$ cat src/rtl/polar_encoder_serial.sv
// Serial non-systematic polar encoder: x = u * F^(kron n).
// The info bits are loaded serially, the butterfly network runs one stage per clock, and the codeword is streamed out serially.
module polar_encoder_serial #(
  parameter int N = 8,
  parameter int LOG2N = 3,
  parameter int K = 4,
  parameter logic [N-1:0] FROZEN_MASK = 8'b0001_0111
) (
  input  logic clk,
  input  logic rst,
  input  logic in_valid,
  output logic in_ready,
  input  logic in_bit,
  output logic out_valid,
  input  logic out_ready,
  output logic out_bit,
  output logic out_last,
  output logic busy
);

  localparam int CW = $clog2(K + 1);
  localparam int SW = (LOG2N > 1) ? $clog2(LOG2N) : 1;
  localparam int NFROZEN = $countones(FROZEN_MASK);

  generate
    if (N < 2 || N != (1 << LOG2N)) begin : g_bad_n
      $error("polar_encoder_serial: N must be 2**LOG2N and >= 2");
    end
    if (K < 1 || K > N) begin : g_bad_k
      $error("polar_encoder_serial: K must be in 1..N");
    end
    if (NFROZEN != N - K) begin : g_bad_mask
      $error("polar_encoder_serial: popcount(FROZEN_MASK) must be N-K");
    end
  endgenerate

  typedef enum logic [1:0] {
    LOAD,
    ENCODE,
    OUTPUT
  } state_t;

  state_t           state, state_n;
  logic [N-1:0]     v, v_n, v_bfly;
  logic [CW-1:0]    cnt, cnt_n;
  logic [SW-1:0]    stage, stage_n;
  logic [LOG2N-1:0] idx, idx_n;
  logic             in_ready_n;
  logic             out_valid_n;
  logic             out_bit_n;
  logic             out_last_n;
  logic             busy_n;

  // k-th non-frozen position, in ascending index order
  function automatic logic [LOG2N-1:0] slot_of(input logic [CW-1:0] k);
    int c;
    slot_of = '0;
    c = 0;
    for (int i = 0; i < N; i++) begin
      if (!FROZEN_MASK[i]) begin
        if (c == int'(k)) slot_of = LOG2N'(i);
        c++;
      end
    end
  endfunction

  always_comb begin
    v_bfly = v;
    for (int i = 0; i < N; i++) begin
      if (((i >> stage) & 1) == 0)
        v_bfly[i] = v[i] ^ v[i | (1 << stage)];
    end
  end

  always_comb begin
    state_n     = state;
    v_n         = v;
    cnt_n       = cnt;
    stage_n     = stage;
    idx_n       = idx;
    in_ready_n  = in_ready;
    out_valid_n = out_valid;
    out_bit_n   = out_bit;
    out_last_n  = out_last;
    unique case (state)
      LOAD: begin
        in_ready_n = 1'b1;
        if (in_valid && in_ready) begin
          v_n[slot_of(cnt)] = in_bit;
          cnt_n = cnt + 1'b1;
          if (cnt == CW'(K - 1)) begin
            state_n    = ENCODE;
            in_ready_n = 1'b0;
            stage_n    = '0;
          end
        end
      end
      ENCODE: begin
        v_n     = v_bfly;
        stage_n = stage + 1'b1;
        if (stage == SW'(LOG2N - 1)) begin
          state_n = OUTPUT;
          stage_n = '0;
          idx_n   = '0;
        end
      end
      OUTPUT: begin
        // first OUTPUT cycle only primes the output register
        if (!out_valid) begin
          out_valid_n = 1'b1;
          out_bit_n   = v[idx];
          out_last_n  = (idx == LOG2N'(N - 1));
        end else if (out_ready) begin
          if (out_last) begin
            state_n     = LOAD;
            v_n         = '0;
            cnt_n       = '0;
            idx_n       = '0;
            out_valid_n = 1'b0;
            out_bit_n   = 1'b0;
            out_last_n  = 1'b0;
            in_ready_n  = 1'b1;
          end else begin
            idx_n      = idx + 1'b1;
            out_bit_n  = v[idx_n];
            out_last_n = (idx_n == LOG2N'(N - 1));
          end
        end
      end
      default: state_n = LOAD;
    endcase
    busy_n = (state_n != LOAD);
  end

  always_ff @(posedge clk) begin
    if (rst) begin
      state     <= LOAD;
      v         <= '0;
      cnt       <= '0;
      stage     <= '0;
      idx       <= '0;
      in_ready  <= 1'b0;
      out_valid <= 1'b0;
      out_bit   <= 1'b0;
      out_last  <= 1'b0;
      busy      <= 1'b0;
    end else begin
      state     <= state_n;
      v         <= v_n;
      cnt       <= cnt_n;
      stage     <= stage_n;
      idx       <= idx_n;
      in_ready  <= in_ready_n;
      out_valid <= out_valid_n;
      out_bit   <= out_bit_n;
      out_last  <= out_last_n;
      busy      <= busy_n;
    end
  end

endmodule

$ cat config.mk
export PLATFORM = sky130hd
export DESIGN_NAME = polar_encoder_serial
export DESIGN_NICKNAME = d
export VERILOG_FILES = /design/src/rtl/polar_encoder_serial.sv
export SDC_FILE = /design/constraint.sdc
export NUM_CORES = 1
export LEC_CHECK = 0
export ABC_AREA = 1
export CAP_MARGIN = 25
export CELL_PAD_IN_SITES_DETAIL_PLACEMENT = 1
export CELL_PAD_IN_SITES_GLOBAL_PLACEMENT = 1
export CORE_AREA = 2 2 70 72
export CTS_CLUSTER_DIAMETER = 150
export DETAILED_ROUTE_END_ITERATION = 12
export DIE_AREA = 0 0 72 74
export GPL_TIMING_DRIVEN = 0
export PLACE_DENSITY_LB_ADDON = 0.1
export SETUP_SLACK_MARGIN = 0.2
export SLEW_MARGIN = 20
export SYNTH_ARGS = -nofsm -noshare
export SYNTH_HDL_FRONTEND = slang
export SYNTH_SLANG_ARGS = --single-unit
export TNS_END_PERCENT = 30
$ cat constraint.sdc
create_clock -name clk -period 2 [get_ports clk]
set_input_delay 0.4 -clock clk [delete_from_list [all_inputs] [get_ports clk]]
set_output_delay 0.4 -clock clk [all_outputs]
set_load 0.005 [all_outputs]
=== Word level (Yosys, flattened, before mapping) ===
Cells that the tools add are included.

* Add/subtract/negate cells: 5
* Magnitude comparators: 12
* Equal/unequal tests: 24
* Shift-type cells: 9
* Mux-type cells: 91
* Bitwise gates (word level): 8
* Reductions and logical operators: 30

{| class="wikitable"
|+ Operator list
! operator !! number
|-
| 32-bit zero test || 8
|-
| 32-bit by 5-bit < comparator with 1-bit output (second input constant) || 8
|-
| 32-bit two-way mux || 6
|-
| 32-bit by 4-bit equality test with 1-bit output || 3
|-
| 32-bit by 2-bit adder with 32-bit output (second input constant) || 2
|-
| 6-bit AND reduction || 8
|-
| 1-bit two-way mux || 44
|-
| 3-bit two-way mux || 13
|-
| 8-bit two-way mux || 4
|-
| 1-bit by 2-bit left shift with 32-bit output (first input constant) || 1
|-
| 2-bit != test (second input constant) || 14
|-
| 8-bit one-hot mux with 3 select lines || 1
|-
| 2-bit two-way mux || 10
|-
| 3-bit by 4-bit < comparator with 1-bit output (second input constant) || 3
|-
| 3-bit one-hot mux with 2 select lines || 2
|-
| 3-bit by 2-bit >> shifter with 1-bit output (first input constant) || 4
|-
| 1-bit binary-select mux with 3-bit select || 3
|-
| 8-bit bitwise mux || 1
|-
| 4-bit AND reduction || 2
|-
| 2-bit nonzero test || 4
|-
| 1-bit XOR || 8
|-
| 3-bit by 1-bit adder with 3-bit output (second input constant) || 2
|-
| 1-bit binary-select mux with 2-bit select || 3
|-
| 3-bit equality test (second input constant) || 2
|-
| 19 further kinds || 23
|}

* Bits in registers: 23
* Input bits: 5
* Output and inout port bits: 5
* Word-level logic and storage cells: 196

=== Depth between registers and ports, before layout ===
* Word-level depth: 20
* Mapped depth: 11
* Depth with buffers taken out: 11

=== Worst setup path before layout ===
No wires, ideal clock.

* Kind: register -> register
* From: register state[0]
* To: register busy
* Setup time: 128 ps
* Arrival: 1370 ps
* Required time: 1872 ps
* Setup slack: 502 ps
* Stages on the path, launching flop included: 11
* Path buffers: 0
* Cells stage by stage: dfxtp_1 inv_1 ha_1 nand2_1 inv_1 nor2_1 nand3_1 nand2_1 nand2_1 nand2_1 o21ai_1

* Longest elaborated chain between the ends: 5
* Elaborated cells between the ends (all ways): 11

{| class="wikitable"
|+ RTL lines
! what !! line !! text
|-
| from (decl) || 43 || <nowiki>state_t state, state_n;</nowiki>
|-
| from (signal assigned) || 148 || <nowiki>state <= state_n;</nowiki>
|-
| 2-bit two-way mux || 114 || <nowiki>if (out_last) begin</nowiki>
|-
| 2-bit two-way mux || 113 || <nowiki>end else if (out_ready) begin</nowiki>
|-
| 2-bit two-way mux || 109 || <nowiki>if (!out_valid) begin</nowiki>
|-
| 2-bit one-hot mux with 3 select lines (*) || 85 || <nowiki>unique case (state)</nowiki>
|-
| 2-bit nonzero test (*) || 132 || <nowiki>busy_n = (state_n != LOAD);</nowiki>
|-
| to (signal assigned) || 157 || <nowiki>busy <= busy_n;</nowiki>
|-
| to (decl) || 18 || <nowiki>output logic busy</nowiki>
|}

Mark *: on every way between the ends. The rest lies on a longest branch, timed or not.
A chain may end at the register's enable or synchronous reset.

=== Worst setup path after layout ===
* From: register state[1]
* To: register idx[0]

* Longest elaborated chain between the ends: 3
* Elaborated cells between the ends (all ways): 8

{| class="wikitable"
|+ RTL lines
! what !! line !! text
|-
| 2-bit by 1-bit equality test with 1-bit output / 2-bit equality test (equally long branches) || 85 ||
|-
| 2-bit != test (no source line) / 2-bit nonzero test (equally long branches) || n/a ||
|-
| 4-bit AND reduction (no source line) || n/a ||
|-
| to (signal assigned) || 152 || <nowiki>idx <= idx_n;</nowiki>
|-
| to (decl) || 47 || <nowiki>logic [LOG2N-1:0] idx, idx_n;</nowiki>
|}

Several ways; a longest one is shown, not always the timed one.

==> load_flow_metrics.sql <==
INSERT INTO impl_metrics (metric_group, metric, value, unit) VALUES
('synthesis', 'synth_sequential_area_ratio', '0.245', ''),
('global_routing', 'first_global_vias', '1944', ''),
('min_path', 'holdCritPathClass', 'reg2reg', ''),
('placed_design', 'place.detailed.instances', '359', ''),
('global_routing', 'maximum_number_of_pins_on_one_net_before_global_route_repair', '14', ''),
('synthesis', 'synth-edff-count', '0', ''),
('synthesis', 'ys_top_cells_by_area', 'sky130_fd_sc_hd__dfxtp_1, sky130_fd_sc_hd__nand2_1, sky130_fd_sc_hd__ha_1', ''),
('route', 'drt-pass1-iter-count', '4', ''),
('setup_path', 'crit-reg2reg-launch', 'state[1]', ''),
('route', 'detail_route.wirelength', '5450', 'µm'),
('floorplan', 'initial_core_util', '0.408', ''),
('synthesis', 'proportion_of_synthesized_flip_flops_having_asynchronous_set_or_reset', '0', ''),
('clock_network', 'cts.hold.buffers_added', '0', ''),
('pwr', 'power.static_leakage', '0.998', 'nW'),
('synthesis', 'syn_area_per_cell', '6.34', 'µm²'),
('global_routing', 'grt.busiest_layer', 'met2', ''),
('setup_path', 'critPathCaptureType', 'flop', ''),
('route', 'initialDrtViolationCount', '99', ''),
('synthesis', 'synth_top_area_frac', '0.245', ''),
('timing', 'min_period_over_period', '0.834', ''),
('pwr', 'power_switching_share', '0.304', ''),
('route', 'drc_errors', '0', ''),
('global_routing', 'wire_length_of_the_first_global_routing_pass', '9480', 'µm'),
('status', 'status', 'completed', ''),
('route', 'vias', '1914', ''),
('clock_network', 'cts.root.buffer_cell', 'sky130_fd_sc_hd__clkbuf_8', ''),
('clock_network', 'inserted_clock_buffers', '3', ''),
('global_routing', 'groute.layer.met1.usage', '0.296', ''),
('setup_path', 'worstSetupEndpoint', 'idx[0]', ''),
('pwr', 'combPwrFrac', '0.168', ''),
('layout', 'area_delta_synth_final', '13.7', '%'),
('global_routing', 'global_route.usage.met2', '0.396', ''),
('synthesis', 'yosysTopAreaCell', 'sky130_fd_sc_hd__dfxtp_1', ''),
('clock_network', 'htree_num_levels', '1', ''),
('pwr', 'p_per_area', '451', 'nW/µm²'),
('floorplan', 'ios', '10', ''),
('global_routing', 'grtUsageTotal', '0.226', ''),
('pwr', 'internal_dissipation', '0.670', 'mW'),
('floorplan', 'core_region_area', '4600', 'µm²'),
('placed_design', 'io_buffer_count', '9', ''),
('pwr', 'p_switching', '0.293', 'mW'),
('pwr', 'pwr-share-clk', '0.325', ''),
('timing', 'report.final.hold_viol_count', '0', ''),
('job', 'number_of_maximum_capacitance_constraint_violations', '0', ''),
('setup_path', 'ff2ff_setup_slack', '0.33', 'ns'),
('synthesis', 'yosys.cell_types.count', '31', ''),
('placed_design', 'dpl.hpwl', '4390', 'µm'),
('global_routing', 'grt_remaining_overflow', '0', ''),
('synthesis', 'syn-num-nets', '320', ''),
('layout', 'final_net_count', '336', ''),
('floorplan', 'std_cell_rows', '25', ''),
('layout', 'insertedDiodeCount', '0', ''),
('clock_network', 'max-clock-path-buffers', '2', ''),
('setup_path', 'critPathMaxFanout', '9', ''),
('setup_path', 'reg2reg_to', 'idx[0]', ''),
('pwr', 'maximum_ir_drop_on_the_vdd_rail', '0.207', 'mV'),
('setup_path', 'timing_worst_setup_path_type', 'reg2reg', ''),
('synthesis', 'syn_inst', '296', ''),
('clock_network', 'worst_skew_late_latency', '0.28', 'ns'),
('synthesis', 'yosysMostFrequentCell', 'sky130_fd_sc_hd__nand2_1', ''),
('timing', 'relSlewSlack', '0.628', ''),
('timing', 'setup_viol', '0', ''),
('synthesis', 'synth.top_cells.by_count', 'sky130_fd_sc_hd__nand2_1, sky130_fd_sc_hd__inv_1, sky130_fd_sc_hd__nor2_1', ''),
('global_routing', 'grt_antenna_before_repair', '0', ''),
('setup_path', 'worst_setup_path_start_kind', 'flop', ''),
('synthesis', 'ys.flop_type', 'sky130_fd_sc_hd__dfxtp_1', ''),
('placed_design', 'gpl.final_weighted_congestion', '0.836', ''),
('clock_network', 'cts.sinks', '23', ''),
('timing', 'timing_worst_slew_pin_value', '0.557', 'ns'),
('layout', 'drive_gt1_frac', '0.135', ''),
('timing', 'finalWorstPathRequiredPeriod', '1.67', 'ns');
[cells in the final DEF (no fill, tap or decap), drive strengths merged]
cell and instances:
a211oi 4, a21oi 18, a32oi 1, and2 1, buf 4, clkbuf 7, clkdlybuf4s50 9, clkinv 1
dfxtp 23, ha 19, inv 41, nand2 89, nand3 27, nand3b 1, nand4 1, nor2 30
nor3 3, o211ai 9, o21a 1, o21ai 20, xor2 2
[cells by family after synthesis]
| family | share of synthesized area |
|---|---|
| xor gates and xnor gates | 0.00933 |
| DFF | 0.245 |
| adders and majority gates | 0.127 |
| AOI/OAI and AO/OA | 0.179 |
| and+or+nand+nor | 0.342 |
| buffers and inverters | 0.0979 |
[timing repair]
item,CTS,global route
setup endpoints to repair,4,16
resized for setup,2,17
pin swaps,0,1
setup buffers,0,2
hold endpoints to repair,0,0
[routing by layer]
layer / part of all wire / vias to the layer above
met5: 0 / -
met2: 0.48 / 20
li1: - / 986
met4: 0.021 / 0
met1: 0.48 / 899
met3: 0.018 / 9
[worst min-delay path by stage]
stage                         from  endpoint  slack [ns]  cells past startpoint
after floorplan             idx[1]    idx[1]        0.48                      2
after global placement    in_ready  in_ready        0.49                      2
after detailed placement  in_ready  in_ready        0.49                      2
after CTS                 in_ready  in_ready        0.51                      2
after global routing      in_ready  in_ready        0.54                      2
final                     in_ready  in_ready        0.50                      2
[power by group through the flow]
stage | Clock, mW | Combinational [mW] | Sequential (mW)
detailed placement | 0 | 0.155 | 0.498
global placement | 0 | 0.152 | 0.498
finish | 0.313 | 0.161 | 0.489
floorplan | 0 | 0.109 | 0.493
CTS | 0.320 | 0.156 | 0.488
global route | 0.337 | 0.186 | 0.491
[per-stage QoR]
stage	worst slack, ns	power [mW]	hold slack (ns)	instance area, µm²
floorplan	0.502	0.602	0.477	1880
global placement	0.122	0.649	0.487	2040
detailed placement	0.0855	0.653	0.492	2040
CTS	0.177	0.963	0.509	2090
global route	0.165	1.01	0.542	2130
finish	0.332	0.963	0.505	2130
[critical path, cell delays in order (launching register included)]
cell	delay [ns]
sky130_fd_sc_hd__dfxtp_1	0.40
sky130_fd_sc_hd__inv_1	0.08
sky130_fd_sc_hd__ha_1	0.18
sky130_fd_sc_hd__buf_4	0.16
sky130_fd_sc_hd__inv_2	0.13
sky130_fd_sc_hd__nor2_1	0.05
sky130_fd_sc_hd__inv_1	0.10
sky130_fd_sc_hd__o211ai_2	0.20
sky130_fd_sc_hd__a211oi_1	0.29
[layout make-up]
| type | instances | area [µm²] |
|---|---|---|
| Clock inverter | 1 | 5.00 |
| Sequential cell | 23 | 465 |
| Tap cell | 54 | 67.6 |
| Clock buffer | 3 | 41.3 |
| Buffer | 6 | 30.0 |
| Multi-Input combinational cell | 226 | 1270 |
| Inverter | 41 | 154 |
| Timing Repair Buffer | 11 | 105 |
| Fill cell | 643 | 2460 |
(Power assumes the default switching activity.)
